## src/rtl/counter_seq_ctrl.sv

```systemverilog
// counter_seq_ctrl: command-driven sequencer owning a BW-bit wrap-around count register
module counter_seq_ctrl #(
   parameter int BW    = 3,
   parameter int CYC_W = 8
) (
   input  logic             clk_i,
   input  logic             rst_i,
   input  logic             cmd_valid_i,
   output logic             cmd_ready_o,
   input  logic [1:0]       cmd_op_i,
   input  logic [CYC_W-1:0] cmd_arg_i,
   input  logic             abort_i,
   output logic [BW-1:0]    counter_val_o,
   output logic             busy_o,
   output logic             done_o,
   output logic             aborted_o,
   output logic             wrap_o
);
   typedef enum logic [1:0] {S_IDLE = 2'd0, S_RUN = 2'd1, S_HOLD = 2'd2} state_t;
   localparam logic [1:0] OP_LOAD = 2'b10;
   localparam logic [1:0] OP_HOLD = 2'b11;
   state_t           state_q, state_d;
   logic [CYC_W-1:0] rem_q, rem_d;
   logic [BW-1:0]    cnt_q, cnt_d;
   logic             dn_q, dn_d, done_q, done_d, abrt_q, abrt_d, wrap_q, wrap_d;
   // state and registered pulse flops
   always_ff @(posedge clk_i or posedge rst_i) begin
      if (rst_i) begin
         state_q <= S_IDLE;
         rem_q   <= '0;
         cnt_q   <= '0;
         dn_q    <= 1'b0;
         done_q  <= 1'b0;
         abrt_q  <= 1'b0;
         wrap_q  <= 1'b0;
      end else begin
         state_q <= state_d;
         rem_q   <= rem_d;
         cnt_q   <= cnt_d;
         dn_q    <= dn_d;
         done_q  <= done_d;
         abrt_q  <= abrt_d;
         wrap_q  <= wrap_d;
      end
   end
   // next state: accept in IDLE, step/hold while active, abort beats the final step
   always_comb begin
      state_d = state_q;
      rem_d   = rem_q;
      cnt_d   = cnt_q;
      dn_d    = dn_q;
      done_d  = 1'b0;
      abrt_d  = 1'b0;
      wrap_d  = 1'b0;
      case (state_q)
         S_IDLE: begin
            if (cmd_valid_i) begin
               if (cmd_op_i == OP_LOAD) begin
                  cnt_d  = cmd_arg_i[BW-1:0];
                  done_d = 1'b1;
               end else if (cmd_arg_i == '0) begin
                  done_d = 1'b1;
               end else begin
                  state_d = (cmd_op_i == OP_HOLD) ? S_HOLD : S_RUN;
                  rem_d   = cmd_arg_i;
                  dn_d    = cmd_op_i[0];
               end
            end
         end
         default: begin
            if (abort_i) begin
               state_d = S_IDLE;
               rem_d   = '0;
               done_d  = 1'b1;
               abrt_d  = 1'b1;
            end else begin
               if (state_q == S_RUN) begin
                  cnt_d  = dn_q ? cnt_q - 1'b1 : cnt_q + 1'b1;
                  wrap_d = dn_q ? (cnt_q == '0) : (cnt_q == '1);
               end
               rem_d = rem_q - 1'b1;
               if (rem_q == CYC_W'(1)) begin
                  state_d = S_IDLE;
                  done_d  = 1'b1;
               end
            end
         end
      endcase
   end
   // outputs decoded from state and pulse flops
   always_comb begin
      cmd_ready_o   = (state_q == S_IDLE);
      busy_o        = (state_q != S_IDLE);
      counter_val_o = cnt_q;
      done_o        = done_q;
      aborted_o     = abrt_q;
      wrap_o        = wrap_q;
   end
endmodule

```

## config.mk

```make
export PLATFORM = sky130hd
export DESIGN_NAME = counter_seq_ctrl
export DESIGN_NICKNAME = d
export VERILOG_FILES = /design/src/rtl/counter_seq_ctrl.sv
export SDC_FILE = /design/constraint.sdc
export NUM_CORES = 1
export LEC_CHECK = 0
export CAP_MARGIN = 20
export CORE_UTILIZATION = 40
export CTS_BUF_LIST = sky130_fd_sc_hd__clkbuf_4 sky130_fd_sc_hd__clkbuf_8
export CTS_CLUSTER_DIAMETER = 60
export DETAILED_ROUTE_END_ITERATION = 7
export GPL_ROUTABILITY_DRIVEN = 0
export PLACE_DENSITY = 0.64
export SETUP_SLACK_MARGIN = 0.05
export SLEW_MARGIN = 30
export SYNTH_ARGS = -nofsm -noshare
export SYNTH_HDL_FRONTEND = slang
export SYNTH_SLANG_ARGS = --single-unit
```

## constraint.sdc

```tcl
create_clock -name clk_i -period 2.85 [get_ports clk_i]
set_clock_uncertainty 0.1 [all_clocks]
set_input_delay 0.57 -clock clk_i [delete_from_list [all_inputs] [get_ports clk_i]]
set_output_delay 0.57 -clock clk_i [all_outputs]
set_load 0.005 [all_outputs]
```

==> impl_metrics.ini <==
[global_routing]
overflow = 0
grt_max_degree = 18
grt_pass1_vias = 887
grt_pass1_wl_microns = 4105
antenna_found_initial = 0
grt_use_total_pct = 20.50

[final_layout]
final_core_util_pct = 56.10
final_common_cell = clkdlybuf4s50_1
fillers = 217
drive_above_1_share_pct = 10.85
areaGrowthSynthToFinish_pct = 26.54
antenna_cells = 0
stdcell_area_sq_um = 1289
fin_nets = 147
final_cell_mix = clkdlybuf4s50_1 (21), dfrtp_1 (17), a21oi_1 (10)

[flow_run]
drv_cap = 0

[yosys]
ys.flop_type = dfrtp_1
yosysWarnings = 0
ys_ff_latch = 17
syn_avg_cell_area_sq_um = 9.608
yosysSeqAreaShare_pct = 41.77
syn-num-nets = 123
async_reset_ff_share_pct = 100.0
synth_edf_count = 0
syn-instance-count = 106
syn_area_sq_um = 1018
yosysUniqueCellTypes = 40

[timing]
fmax_mhz = 413.7
maxSlewHeadroom_pct = 43.20
period_share_pct = 84.81
rsz0062_at_grt = no
fin_ws_ns = 0.4328
tns_ns = 0
min_period_ns = 2.417
final_max_slew_viol_count = 0
worst_pin_slew_ns = 0.8503
hold_viol_final = 0
finalSetupViolations = 0

[cts]
clock_sinks = 17
clk_latency_ns = 0.29
hold_buffers = 0
cts.path.max_buffers = 2
clk_pin_slew_worst_paths_ns = 0.10
cts_resized = 0
cts_tree = yes
postCtsSetupBuffers = 0
root_buffer = clkbuf_4
cts_buffers = 3
cts_max_level = 1

[placement]
place_ws_ns = 0.2440
portBuffers = 21
placed_area_sq_um = 1259
hpwl_microns = 1737

[drt]
viasPerCell = 5.643
vias = 886
drc = 0
routedWlPerCell_microns = 14.89
wl_met3_microns = 106
antenna_left = 0
drtPass1Iterations = 4
wl_met1_microns = 1150
drt_iter0_markers = 27
top_layer_used = met4
wl_met2_microns = 1056
postRouteWirelength_microns = 2337

[setup_path]
slowest_stage = clkdlybuf4s50_1
crit_chain = or2_2, inv_1, clkdlybuf4s50_1
max_stage_delay_ns = 0.50
crit_type = reg2out
endpoint_kind = primary output
startpoint_type = register
path_buf_inv = 2
cp_top_family = buffers and inverters
worst_ep_required_time_ns = 2.18
worst-path-max-fanout = 12
critical_path_arrival_ns = 1.75

[die]
fp.coreArea_sq_um = 2297
initial_core_util_pct = 44.34
ios = 22
die_h_microns = 52.46
die_w_microns = 52.46
rows = 17
dieArea_sq_um = 2752

[status]
outcome = finished clean

[worst_hold_path]
hp-class = reg2reg

[power]
leakage_nw = 0.5548
p_per_area_nw_per_um2 = 811.5
worst_ir_drop_vdd_mv = 0.3941
## cells by family after synthesis
kind of cell	count (synthesis)	share of synthesized area (%)
AND/OR/NAND/NOR	35	20.39
AO/OA/AOI/OAI	31	20.27
flip-flops	17	41.77
buffers and inverters	11	4.177
multiplexers	6	6.388
XOR/XNOR	3	2.580
adder cells (fa/ha/maj)	3	4.422
## layout make-up
class	count	area [sq um]	share of cell area, %
Sequential cell	17	425.4	33.01
Multi-Input combinational cell	78	550.5	42.72
Timing Repair Buffer	22	217.7	16.89
Tap cell	28	35.03	2.718
Inverter	8	30.03	2.330
Clock buffer	4	30.03	2.330
## power breakdown
part | internal (W) | switching, W | leakage [nW]
registers | 0.000328 | 0.000104 | 0.213
logic | 0.000247 | 0.000227 | 0.324
clock network | 0.0000639 | 0.0000760 | 0.0184
## synth_stat cells (all sizes together) (3+ instances only)
cell type	number	area [sq um]
mux2	4	45.04
inv	8	30.03
nor2	6	22.52
nand2	10	45.04
o21ai	6	30.03
dfrtp	17	425.4
a21oi	10	50.05
or4	4	37.53
o22ai	3	18.77
## sequential cells by signal, indices dropped and copies added (netlist names)
| signal | flops |
|---|---|
| rem_q | 8 |
| counter_val_o | 3 |
| state_q | 2 |
| aborted_o | 1 |
| dn_q | 1 |
| done_o | 1 |
| wrap_o | 1 |
## worst paths after layout
path / startpoint / endpoint / slack (ns) / depth (start not counted)
setup / recovery: state_q[1]$_DFFE_PP0P_ / cmd_ready_o / 0.43 / 3
hold / removal: state_q[1]$_DFFE_PP0P_ / wrap_o$_DFF_PP0_ / 0.43 / 1
setup reg to reg: state_q[1]$_DFFE_PP0P_ / rem_q[4]$_DFFE_PP0P_ / 1.00 / 4
hold reg to reg: state_q[1]$_DFFE_PP0P_ / wrap_o$_DFF_PP0_ / 0.43 / 1
max in group asynchronous: rst_i / rem_q[0]$_DFFE_PP0P_ / 1.67 / 2
min in group asynchronous: rst_i / rem_q[4]$_DFFE_PP0P_ / 0.56 / 2
## layer usage
| metal | global-route usage, % | vias up |
|---|---|---|
| li1 | - | 438 |
| met4 | 7.895 | 0 |
| met3 | 2.899 | 4 |
| met5 | 0 | - |
| met2 | 31.22 | 24 |
| met1 | 29.09 | 420 |
## metrics by stage
stage | hold WS [ns] | cells | total power, W
floorplan | 0.3565 | 106 | 0.0007253
global placement | 0.4002 | 153 | 0.0009039
detailed placement | 0.4010 | 153 | 0.0009007
CTS | 0.4319 | 157 | 0.001045
global route | 0.4534 | 157 | 0.001140
finish | 0.4296 | 157 | 0.001046
Note: power is estimated with default switching activity, not from simulation.
